===== config.mk =====
export PLATFORM = sky130hd
export DESIGN_NAME = pll_clock_manager
export DESIGN_NICKNAME = d
export VERILOG_FILES = /design/src/rtl/pll_clock_manager.sv
export SDC_FILE = /design/constraint.sdc
export NUM_CORES = 1
export LEC_CHECK = 0
export CAP_MARGIN = 30
export CORE_MARGIN = 10
export CORE_UTILIZATION = 45
export CTS_BUF_LIST = sky130_fd_sc_hd__clkbuf_16
export CTS_CLUSTER_SIZE = 12
export DETAILED_ROUTE_END_ITERATION = 7
export PLACE_DENSITY = 0.68
export SLEW_MARGIN = 10
export SYNTH_ARGS = -nofsm -noshare
export SYNTH_HDL_FRONTEND = slang
export SYNTH_SLANG_ARGS = --single-unit

===== constraint.sdc =====
create_clock -name clk -period 2.1 [get_ports clk]
set_input_delay 0.63 -clock clk [delete_from_list [all_inputs] [get_ports clk]]
set_output_delay 0.63 -clock clk [all_outputs]
set_load 0.02 [all_outputs]

===== src/rtl/pll_clock_manager.sv =====
// Supervisory controller for the iCE40 PLL: sequences PLL reset and lock acquisition,
// qualifies lock stability, retries on loss, falls back to bypass, and drives clock enables.
module pll_clock_manager #(
    parameter int PLL_RST_CYCLES     = 16,
    parameter int LOCK_TIMEOUT       = 1024,
    parameter int LOCK_STABLE_CYCLES = 64,
    parameter int MAX_RETRIES        = 3,
    parameter int NUM_CE             = 2,
    parameter int DIV_WIDTH          = 8
) (
    input  logic                                 clk,
    input  logic                                 RESET,
    input  logic                                 pll_lock,
    input  logic                                 relock_req,
    input  logic [NUM_CE*DIV_WIDTH-1:0]          ce_div,
    output logic                                 pll_resetb,
    output logic                                 pll_bypass,
    output logic                                 sys_reset_n,
    output logic                                 locked,
    output logic                                 fault,
    output logic [$clog2(MAX_RETRIES+1)-1:0]     retry_count,
    output logic [NUM_CE-1:0]                    ce,
    output logic [2:0]                           dbg_state
);

    // Handshake: relock_req is a one-cycle request with no ready; it is acted on only
    // in RUN or BYPASS and silently dropped in every other state.

    localparam int RW    = $clog2(MAX_RETRIES + 1);
    localparam int T_MAX = (LOCK_TIMEOUT > PLL_RST_CYCLES) ?
                           ((LOCK_TIMEOUT > LOCK_STABLE_CYCLES) ? LOCK_TIMEOUT : LOCK_STABLE_CYCLES) :
                           ((PLL_RST_CYCLES > LOCK_STABLE_CYCLES) ? PLL_RST_CYCLES : LOCK_STABLE_CYCLES);
    localparam int TW    = $clog2(T_MAX + 1);

    localparam logic [TW-1:0] RST_LAST = TW'(PLL_RST_CYCLES - 1);
    localparam logic [TW-1:0] TO_LAST  = TW'(LOCK_TIMEOUT - 1);
    localparam logic [TW-1:0] STB_LAST = TW'(LOCK_STABLE_CYCLES - 1);
    localparam logic [RW-1:0] RETRY_MAX = RW'(MAX_RETRIES);

    typedef enum logic [2:0] {
        PLL_RST   = 3'd0,
        WAIT_LOCK = 3'd1,
        STABLE    = 3'd2,
        RUN       = 3'd3,
        FAIL      = 3'd4,
        BYPASS    = 3'd5
    } state_t;

    state_t        state, state_next;
    logic [TW-1:0] timer, timer_next;
    logic [RW-1:0] retry_next, retry_inc;
    logic          lock_meta, lock_s;

    // Two-flop synchroniser; lock_meta must never feed any other logic.
    always_ff @(posedge clk or negedge RESET) begin
        if (!RESET) begin
            lock_meta <= 1'b0;
            lock_s    <= 1'b0;
        end else begin
            lock_meta <= pll_lock;
            lock_s    <= lock_meta;
        end
    end

    assign retry_inc = (retry_count == RETRY_MAX) ? retry_count : retry_count + RW'(1);

    always_comb begin
        state_next = state;
        timer_next = timer;
        retry_next = retry_count;
        case (state)
            PLL_RST: begin
                if (timer == RST_LAST) begin
                    state_next = WAIT_LOCK;
                    timer_next = '0;
                end else begin
                    timer_next = timer + TW'(1);
                end
            end
            WAIT_LOCK: begin
                if (lock_s) begin
                    state_next = STABLE;
                    timer_next = '0;
                end else if (timer == TO_LAST) begin
                    state_next = FAIL;
                    timer_next = '0;
                end else begin
                    timer_next = timer + TW'(1);
                end
            end
            STABLE: begin
                if (!lock_s) begin
                    state_next = FAIL;
                    timer_next = '0;
                end else if (timer == STB_LAST) begin
                    state_next = RUN;
                    timer_next = '0;
                end else begin
                    timer_next = timer + TW'(1);
                end
            end
            RUN: begin
                // Lock loss takes priority over a coincident relock request.
                if (!lock_s) begin
                    state_next = FAIL;
                end else if (relock_req) begin
                    state_next = PLL_RST;
                    retry_next = '0;
                end
                timer_next = '0;
            end
            FAIL: begin
                retry_next = retry_inc;
                timer_next = '0;
                state_next = (retry_inc == RETRY_MAX) ? BYPASS : PLL_RST;
            end
            BYPASS: begin
                if (relock_req) begin
                    state_next = PLL_RST;
                    retry_next = '0;
                end
                timer_next = '0;
            end
            default: begin
                state_next = PLL_RST;
                timer_next = '0;
            end
        endcase
    end

    always_ff @(posedge clk or negedge RESET) begin
        if (!RESET) begin
            state       <= PLL_RST;
            timer       <= '0;
            retry_count <= '0;
            sys_reset_n <= 1'b0;
            locked      <= 1'b0;
            fault       <= 1'b0;
        end else begin
            state       <= state_next;
            timer       <= timer_next;
            retry_count <= retry_next;
            sys_reset_n <= (state == RUN) || (state == BYPASS);
            locked      <= (state == RUN);
            fault       <= (state == BYPASS);
        end
    end

    assign pll_resetb = (state != PLL_RST);
    assign pll_bypass = (state == BYPASS);
    assign dbg_state  = state;

    for (genvar i = 0; i < NUM_CE; i++) begin : g_ce
        logic [DIV_WIDTH-1:0] cnt;
        logic [DIV_WIDTH-1:0] div;
        logic [DIV_WIDTH-1:0] last;

        assign div  = ce_div[i*DIV_WIDTH +: DIV_WIDTH];
        // A zero divisor is treated as one, so last is 0 for both.
        assign last = (div == '0) ? '0 : div - DIV_WIDTH'(1);

        always_ff @(posedge clk or negedge RESET) begin
            if (!RESET) begin
                cnt   <= '0;
                ce[i] <= 1'b0;
            end else if (!sys_reset_n) begin
                cnt   <= '0;
                ce[i] <= 1'b0;
            end else if (cnt >= last) begin
                cnt   <= '0;
                ce[i] <= 1'b1;
            end else begin
                cnt   <= cnt + DIV_WIDTH'(1);
                ce[i] <= 1'b0;
            end
        end
    end

endmodule


# Word-level counts from Yosys, hierarchy flattened
# Cells that the tools add are included.
# op_classes
eq_ne,14
reduce_logical,8
n_lt_le_gt_ge,2
n_mux,29
n_addsub,6
# ops
cell,n
$mux 11,5
$mux 8,6
$pmux 11 s3,1
$mux 3,8
$pmux 3 s6,1
$add 8x1->8 const B,2
$ge 8x8->1,2
$logic_not 8->1,2
$sub 8x1->8 const B,2
$add 11x1->11 const B,1
$eq 11x10->1 const B,1
$eq 11x4->1 const B,1
$eq 11x6->1 const B,1
$eq 3x2->1 const B,2
$eq 3x3->1 const B,2
$mux 2,3
$ne 3x3->1 const B,2
$pmux 2 s3,1
$reduce_bool 3->1,2
$eq 2x2->1 const B,2
$mux 1,4
$ne 2x2->1 const B,2
$eq 3x1->1 const B,1
$logic_not 3->1,1
4 further kinds,4
# word_totals
reg_bits,39
inputBits,20
out_inout_bits,12

# Longest topological paths before layout
# depth
ltp_word,5
ltp_mapped,12
depth_no_buf,12

# Worst setup path before layout
# Ideal clock, no wire load.
# synth_path
kind,input to register
start,in ce_div[0]
end,reg g_ce[0].cnt[2]
n_path_buf,0
stages,12
setup_ps,75
arrival_time_ps,2855
required_time_ps,2025
setup_slack_ps,-830
path_cell_list,inv_1 > ha_1 > nor2b_1 > nand3b_1 > or3_1 > and2_1 > ha_1 > nand2b_1 > a211o_1 > a21oi_1 > o211ai_1 > nor2_1
# synth_via
elab_chain_cells,5
# synth_rtl
element,line_no,rtl
"start, declared",15,"input logic [NUM_CE*DIV_WIDTH-1:0] ce_div,"
$sub 8x1->8 / $logic_not 8->1 (equally long branches),160,assign last = (div == '0) ? '0 : div - DIV_WIDTH'(1);
$mux 8 (*),160,
$ge 8x8->1 (*),169,end else if (cnt >= last) begin
$mux 8 (*),169,
$mux 8 (*),166,end else if (!sys_reset_n) begin
"end signal, assigned",173,cnt <= cnt + DIV_WIDTH'(1);
"end, declared",154,logic [DIV_WIDTH-1:0] cnt;
# Every way passes the cells marked *; elsewhere a longest branch is shown, timed or not.
# A chain may end at the register's enable or synchronous reset.

# Worst setup path in the final report
# layout_path
start,in ce_div[0]
end,reg g_ce[0].cnt[6]
# Same word-level chain as after synthesis.

==> impl_results.md <==
* Status: complete, but fails checks
* Failing checks: negative setup slack
* Clk pwr share at 32.8%
* Initial drt markers at 96
* Count leader, synth: dfrtp_1
* Die Y at 92.15 µm
* Largest net degree at the start of global routing at 23
* Final nets at 374
* First-pass GRT wire length at 9011 µm
* Max rail drop VDD at 0.5747 mV
* I/O Buffers at 31
* Worst Setup EP: g_ce[0].cnt[6]
* DP HPWL at 3936 µm
* Worst hold slack at 0.2876 ns
* Worst-path clk slew at 0.06 ns
* Crit path kind: input pin to flop
* Crit-path cells: buf_8, clkinv_8, ha_4, nor2b_4, nand3b_1, buf_4, buf_4, nor3b_1, a21oi_1, ha_1, a21oi_1, nand2_1, a21oi_2, o211ai_1, buf_6, nor2_4
* Final wirelength at 5469 µm
* Int Pwr at 2.006 mW
* Reg power frac at 32.5%
* Die area at 8491 µm²
* Reg2reg end: timer[9]
* CTS buffer count at 5
* Final setup fails at 18
* Worst Hold Class: input pin to async pin
* GRT Util Overall at 12.39%
* Vias at 2062
* Synth Instances at 255
* Gate power share at 34.7%
* Area contributors post-synth: dfrtp_1 42%, ha_1 11%, xor2_1 6.4%
* Syn_nets at 296
* TritonCTS clock tree: yes
* Main combinational cell family by area after synthesis: simple AND/OR/NAND/NOR gates
* Crit Path Max Fanout at 8
* Total placed cells including tap cells at 385
* Max_cap viols at 0
* Post-synth EDFFs at 0
* DR DRC count at 0
* IO Count at 32
* Area grow syn2layout at 50.21%
* Yosys Warn Count at 0
* Synth unique cells at 37
* Post-synth top area cell: dfrtp_1
* CP required at 2.31 ns
* Reg-to-reg slack, setup at 0.34 ns
* Clock latency on the worst-skew pair at 0.28 ns
* Fin. Hold Viols at 0
* Area after DPL at 3108 µm²
* GP Congestion at 0.7508
* Area of the mapped netlist at 2342 µm²
* Initial antenna violation count at 0
* Sw Ratio at 31.61%
* Syn avg cell area at 9.185 µm²
* WL per Instance at 13.54 µm
* Post-synthesis xor/xnor area fraction at 9.348%
* Slew headroom at 66.33%
* Seq cells post-synth at 39
* Clock Skew at 0.006081 ns
* Vias in the first global route at 2070
* Tcrit/Tclk final at 122.7%
* Fin util at 69.33%
* R2R depth at 5
* Vias/cell at 5.104
* Pwr/cell area at 833.8 nW/µm²
* CP max-delay cell: ha_1
* Top cell type's share of synthesized area at 41.67%
* Crit path launch type: input pin
* Share of synthesized registers carrying an async set or reset at 100.0%
* Compound-Gate Fraction of Synth Area at 10.10%
* Pleak at 1.636 nW
* First-pass DRT Iterations at 4
* Antenna-violating nets left at 0
* R2r startpoint: timer[8]
* F_max at 0.3881 GHz
* Power, Total at 2.933 mW
* WP data arrival at 2.79 ns
* Actual slew at the worst max-slew pin at 0.5042 ns
* Non-filler cells, final at 404
* Synth Area in Adders at 11.22%
* Sink Count at 39
* Launch point of the worst path: ce_div[0]
* Sequential fraction of the synthesis area at 41.67%
* Psw at 0.9274 mW
* Post-synth top cells: 39 x dfrtp_1, 37 x nor2_1, 21 x ha_1
* Mux cell area share after synthesis at 0.8547%
* Core area at 5075 µm²
* Design area at 3518 µm²
* H-tree levels at 2
* Layout cells sized above 1 at 31.44%
* Final WS setup at -0.4770 ns
* Count of pins over their slew limit at 0
* Chip width at 92.15 µm
* Post-Synth Simple-Gate Area at 24.47%
* Synth Flop Type: dfrtp_1
* Slowest cell delay on critical path at 0.31 ns
* Clk buf depth at 2
* Crit. End Element: flop
* RSZ-0062 raised after global routing: true
* Tmin final at 2.577 ns
* FP Rows at 26
* Starting Density at 46.15%
* GRT overflow at 0
* Clock Tree Root: clkbuf_16
* Diodes inserted at 0
==> layout make-up <==
cell class / count / area [µm²]
Sequential cell: 39 / 975.9
Timing Repair Buffer: 73 / 653.1
Inverter: 12 / 75.07
Clock buffer: 5 / 125.1
Multi-Input combinational cell: 202 / 1534
Clock inverter: 3 / 67.56
Tap cell: 70 / 87.58
Fill cell: 384 / 1556
==> state kept, by name (all words and copies together), names as in the netlist <==
register	cells
retry_count	2
lock_meta	1
timer	11
g_ce.cnt	16
locked	1
ce	2
sys_reset_n	1
fault	1
lock_s	1
dbg_state	3
==> how the worst min path moves through the flow <==
stage                          from       end  slack (ns)  cells after the start
after global routing          RESET  timer[2]        0.30                      1
after detailed placement  lock_meta    lock_s        0.34                      0
after CTS                     RESET  timer[2]        0.29                      1
after global placement    lock_meta    lock_s        0.33                      0
final                         RESET  timer[2]        0.29                      1
after floorplan               RESET     ce[0]        0.33                      0
==> critical path, delay by kind of cell <==
kind	cells	cell delay [ns]
AOI/OAI and AO/OA	4	0.50
adders and majority gates	2	0.43
buffers and inverters	5	0.60
and+or+nand+nor	5	0.63
==> cell families after synthesis <==
family | count (synthesis)
buffers and inverters | 14
XOR/XNOR | 25
adder cells (fa/ha/maj) | 21
AND/OR/NAND/NOR | 117
AO/OA/AOI/OAI | 37
flip-flops | 39
multiplexers | 2
==> power groups by stage <==
stage / Clock, mW / Sequential, mW / Combinational, mW
after floorplan: 0 / 1.00 / 0.492
after global placement: 0 / 0.961 / 0.953
after detailed placement: 0 / 0.963 / 0.967
after CTS: 0.983 / 0.953 / 0.973
after global routing: 1.00 / 0.971 / 1.13
final: 0.961 / 0.953 / 1.02
==> cell usage in the layout, fill, tap and decap left out, types with 5 or more instances in the layout <==
cell type	instances
nor2_1	21
nor2_2	10
nor3_1	7
a21oi_2	6
xor2_1	17
a21oi_1	10
nand2_1	19
dlygate4sd2_1	9
nand3_1	13
xnor2_1	8
nor2_4	8
dfrtp_1	39
clkdlybuf4s50_1	12
buf_6	7
ha_1	18
clkbuf_16	5
inv_1	8
buf_4	37
and3_1	9
o21ai_0	5
==> metrics by stage <==
step / setup slack (ns) / TNS, ns
global route: -0.5804 / -7.183
floorplan: -0.5993 / -8.098
finish: -0.4770 / -5.328
global placement: -1.375 / -19.46
CTS: -0.4550 / -5.317
detailed placement: -1.379 / -19.38
==> metal layers <==
layer / track usage, % / share of wire, % / vias up
li1: - / - / 1046
met1: 15.06 / 43 / 974
met2: 21.06 / 51 / 36
met3: 3.015 / 4.1 / 6
met4: 3.856 / 1.6 / 0
met5: 0 / 0 / -
==> timing repair <==
item	4_1_cts	5_1_grt
buffers inserted	6	5
hold buffers	0	0
pin swaps	24	19
gates resized for setup	57	29
setup endpoints to repair	20	18
(Power assumes the default switching activity.)
==> patch 1, RTL diff (same flow settings) <==
Make the reset (`RESET`) synchronous in 3 clocked blocks.
--- a/src/rtl/pll_clock_manager.sv
+++ b/src/rtl/pll_clock_manager.sv
@@ -54,3 +54,3 @@
     // Two-flop synchroniser; lock_meta must never feed any other logic.
-    always_ff @(posedge clk or negedge RESET) begin
+    always_ff @(posedge clk) begin
         if (!RESET) begin
@@ -130,3 +130,3 @@
 
-    always_ff @(posedge clk or negedge RESET) begin
+    always_ff @(posedge clk) begin
         if (!RESET) begin
@@ -161,3 +161,3 @@
 
-        always_ff @(posedge clk or negedge RESET) begin
+        always_ff @(posedge clk) begin
             if (!RESET) begin
Check against the original RTL: same outputs for any inputs over 10 cycles, from zero or initial values and one cycle with RESET low; that may be too few to reach the edited logic, so the function may still have changed.
==> patch 1 against the original RTL <==
The run still ends with setup timing left; combinational power decreased by 46%; area after synthesis decreased by 2.2%; clock power decreased by 28%; routed wire length decreased by 9.7%; design area decreased by 5.2%; critical path depth decreased by 3; worst setup slack got worse by 0.27 ns; first-iteration DRC count decreased by 54%; total power decreased by 30%; sequential cell count unchanged; cell count increased by 2.0%; critical endpoint is now g_ce[0].cnt[5]$_SDFF_PP0_.
==> patch 1: results (changes against the original RTL) <==
insertion_delay_ns: 0.27
via_per_inst: 4.99  # -2.3%
yosys_warnings: 0  # unchanged
syn_nets: 310  # +4.7%
grt_pass1_wl_microns: 8650  # -4.1%
cp_slowest_cell: "a2111o_1"
port_buffers: 31  # unchanged
cts.path.max_buffers: 2  # unchanged
gp_congestion: 0.783  # +4.3%
layout_setup_ws_ns: -0.750  # -0.273 ns
synth.area.top_cells: "dfxtp_1 (34%), ha_1 (11%), nor2_1 (7.7%)"
dpl.cell_count: 396  # +2.9%
p_leak_nw: 1.44  # -12%
path_clk_slew_ns: 0.05
place_hpwl_microns: 3860  # -2.0%
antenna_cells: 0  # unchanged
synthDistinctLibCells: 44  # +19%
clock-root-buffer: "clkbuf_16"
yosys_most_used_dff: "dfxtp_1"
wl_microns: 4940  # -9.7%
largest_register_ffs: 16  # unchanged
drt_iter0_drc: 44  # -54%
synth_async_sr_flop_share_pct: 0  # -100 points
worstPathMaxFanout: 8  # unchanged
fin_setup_tns_ns: -11.14  # -5.81 ns
crit_top_cell: "ha_4"
yosysSeqAreaShare_pct: 34.1  # -7.6 points
antenna_found_initial: 0  # unchanged
crit_arrival_ns: 3.06  # +0.27 ns
ir_drop_v: 0.000499  # -13%
status: "finished with violations"
grt_start_max_net_pins: 12  # -48%
fin_skew_ns: 0.00225  # -0.00383 ns
track_usage_pct: 12.0  # -0.37 points
setup_viol: 18  # unchanged
max_stage_delay_ns: 0.53  # +0.22 ns
hp-class: "reg2reg"
regMostFlops: "g_ce.cnt"
synthCells: 269  # +5.5%
ys_top_cells_by_count: "nor2_1 (47), dfxtp_1 (39), ha_1 (21)"
routedWlPerCell_microns: 12.0  # -11%
swShare_pct: 27.7  # -3.9 points
drive_gt1_share_pct: 26.1  # -5.4 points
drtPass1Iterations: 4  # unchanged
htree_levels: 2  # unchanged
tritoncts.num_buffers: 5  # unchanged
grt_pass1_vias: 1981  # -4.3%
timing.slew.headroom_pct: 75.0  # +8.7 points
violations: "setup timing"
final_nets: 386  # +3.2%
[patch 1: cell families after synthesis]
family | share of synthesized area (%)
DFF | 34.1
muxes | 0.874
xor gates and xnor gates | 9.95
adders and majority gates | 11.5
AOI/OAI and AO/OA | 11.3
and+or+nand+nor | 28.9
buffers and inverters | 3.50
[patch 1: worst max-delay path, delay by kind of cell]
kind,cells,cell delay [ns]
AND/OR/NAND/NOR,6,1.01
AO/OA/AOI/OAI,3,0.95
adder cells (fa/ha/maj),2,0.32
buffers and inverters,2,0.15
[patch 1: final cells by class]
cell class	instances	area (sq um)
clock buffers	5	125
clock inverters	2	8.76
fillers	418	1480
inverters	12	85.1
multi-input cells	214	1620
flip-flops and latches	39	781
well taps	67	83.8
repair buffers	73	638
[patch 1: path summary, 6_finish.rpt]
check | cells past startpoint | end | startpoint | slack (ns)
setup reg to reg | 7 | g_ce[0].cnt[5]$_SDFF_PP0_ | g_ce[0].cnt[0]$_SDFF_PP0_ | 0.17
hold reg to reg | 1 | lock_s$_SDFF_PN0_ | lock_meta$_SDFF_PN0_ | 0.43
hold / removal | 1 | lock_s$_SDFF_PN0_ | lock_meta$_SDFF_PN0_ | 0.43
setup / recovery | 13 | g_ce[0].cnt[5]$_SDFF_PP0_ | ce_div[1] | -0.75
[patch 1: power groups by stage]
stage	sequential [mW]	clock, mW	combinational [mW]
final	0.819	0.690	0.548
after global routing	0.825	0.732	0.608
after CTS	0.817	0.706	0.545
after detailed placement	0.832	0	0.542
after global placement	0.832	0	0.532
after floorplan	0.838	0	0.319
[patch 1: repair_timing]
item / in CTS / in global routing
setup buffers: 7 / 2
endpoints found under the setup margin: 20 / 18
hold endpoints to repair: 0 / 0
resized for setup: 46 / 16
pin swaps: 16 / 13
[patch 1: per-stage QoR]
step                      cell area [sq um]  worst slack [ns]  total power [mW]
after floorplan                        2430            -0.800              1.16
after global placement                 3040             -1.45              1.36
after detailed placement               3040             -1.51              1.37
after CTS                              3260            -0.771              2.07
after global routing                   3340            -0.898              2.16
final                                  3340            -0.750              2.06
[patch 1: routing by layer]
layer,global-route usage (%),share of wire [%],vias up
met2,20.5,49,21
met5,0,0,-
li1,-,-,1088
met4,2.87,0.69,0
met1,15.0,48,941
met3,2.72,2.7,5
==> patch 2, RTL diff (config.mk and constraints unchanged) <==
Made on the original files. The parameter `LOCK_STABLE_CYCLES` goes from 64 to 128.
--- a/src/rtl/pll_clock_manager.sv
+++ b/src/rtl/pll_clock_manager.sv
@@ -5,3 +5,3 @@
     parameter int LOCK_TIMEOUT       = 1024,
-    parameter int LOCK_STABLE_CYCLES = 64,
+    parameter int LOCK_STABLE_CYCLES = 128,
     parameter int MAX_RETRIES        = 3,
Check against the original RTL: no difference found for any inputs over 10 cycles, from zero or initial values and one cycle with RESET low; that may be too few to reach the edited logic, so the function may still have changed.
==> patch 2 against the original RTL <==
The run still ends with setup timing left; sequential cell count did not move; highest routed layer unchanged; non-clock buffer count decreased by 4; design area is 2.3% lower; clock power decreased by 12%; largest cell class unchanged; maximum frequency is 3.1% higher; worst setup slack better by 0.078 ns; routed wire length decreased by 3.6%; area after synthesis rose by 1.8%; critical endpoint is now g_ce[0].cnt[2]$_DFF_PN0_; total power down 1.5%.
==> patch 2: results (changes against the original RTL) <==
status: "finished with violations"
violations: "setup timing"
worstPathMaxFanout: 8  # unchanged
grt_pass1_wl_microns: 9050  # +0.38%
grt_pass1_vias: 2071  # +0.048%
place_hpwl_microns: 3740  # -5.1%
cp_slowest_cell: "or3_4"
layout_setup_ws_ns: -0.399  # +0.0782 ns
fin_setup_tns_ns: -5.23  # +0.0991 ns
timing.slew.headroom_pct: 67.3  # +0.94 points
ir_drop_v: 0.000784  # +36%
regMostFlops: "g_ce.cnt"
max_stage_delay_ns: 0.40  # +0.09 ns
ys_top_cells_by_count: "dfrtp_1 (39), nor2_1 (36), ha_1 (21)"
synthDistinctLibCells: 40  # +8.1%
place_area_sq_um: 3080  # -1.0%
gp_congestion: 0.781  # +4.0%
fin_skew_ns: 0.00591  # -0.000166 ns
final_nets: 368  # -1.6%
whs_ns: 0.352  # +0.0648 ns
hp-class: "reg2reg"
yosysSeqAreaShare_pct: 40.9  # -0.72 points
track_usage_pct: 12.6  # +0.23 points
drt_iter0_drc: 89  # -7.3%
r2r_slack_ns: 0.28  # -0.06 ns
path_clk_slew_ns: 0.06  # about the same
rr_startpoint: "timer[0]$_DFF_PN0_"
grt_start_max_net_pins: 40  # +74%
drive_gt1_share_pct: 31.4  # -0.035 points
p_leak_nw: 1.60  # -2.3%
synth.area.top_cells: "dfrtp_1 (41%), ha_1 (11%), xor2_1 (5.9%)"
via_per_inst: 5.08  # -0.41%
wl_microns: 5270  # -3.6%
setup_viol: 18  # unchanged
antenna_found_initial: 0  # unchanged
patch 2: final cells by class:
cell class	count	area (sq um)
repair buffers	69	588
well taps	70	87.6
fillers	401	1670
inverters	11	68.8
clock buffers	5	125
clock inverters	3	38.8
multi-input cells	201	1550
flip-flops and latches	39	976
patch 2: per-layer routing:
layer	track usage, %	routed length, microns	up-vias
met5	0	0	-
met4	5.01	73	0
met3	4.28	295	7
met2	20.2	2390	40
met1	15.2	2520	935
li1	-	-	1041
patch 2: where the power goes:
group / internal [mW] / total [mW] / switching, mW
clock: 0.554 / 0.845 / 0.291
sequential: 0.861 / 0.953 / 0.0919
combinational: 0.504 / 1.09 / 0.587
total: 1.92 / 2.89 / 0.970
patch 2: what timing repair did:
action                     in CTS  in global routing
resized for setup              54                 33
pin swaps                      25                 19
setup endpoints to repair      20                 25
buffers inserted                6                  6
patch 2: cell families (layout without fill, tap and decap cells):
family | count (synthesis) | count (layout) | share of synthesized area [%]
simple gates | 115 | 115 | 24.9
flops | 39 | 39 | 40.9
compound gates | 38 | 38 | 10.4
xor+xnor | 25 | 25 | 9.19
fa+ha+maj | 21 | 21 | 11.0
buf+inv | 15 | 88 | 2.73
mux | 2 | 2 | 0.840
patch 2: final timing paths:
kind	cells after the start	endpoint
min	0	lock_s$_DFF_PN0_
min reg2reg	0	lock_s$_DFF_PN0_
max	14	g_ce[0].cnt[2]$_DFF_PN0_
min in group asynchronous	2	timer[3]$_DFF_PN0_
max reg2reg	6	dbg_state[2]$_DFFE_PN0P_
max in group asynchronous	2	g_ce[0].cnt[0]$_DFF_PN0_
patch 2: through the flow:
| step | instances | setup slack [ns] |
|---|---|---|
| global placement | 379 | -1.16 |
| detailed placement | 379 | -1.21 |
| CTS | 393 | -0.421 |
| finish | 398 | -0.399 |
| global route | 398 | -0.545 |
| floorplan | 255 | -0.660 |
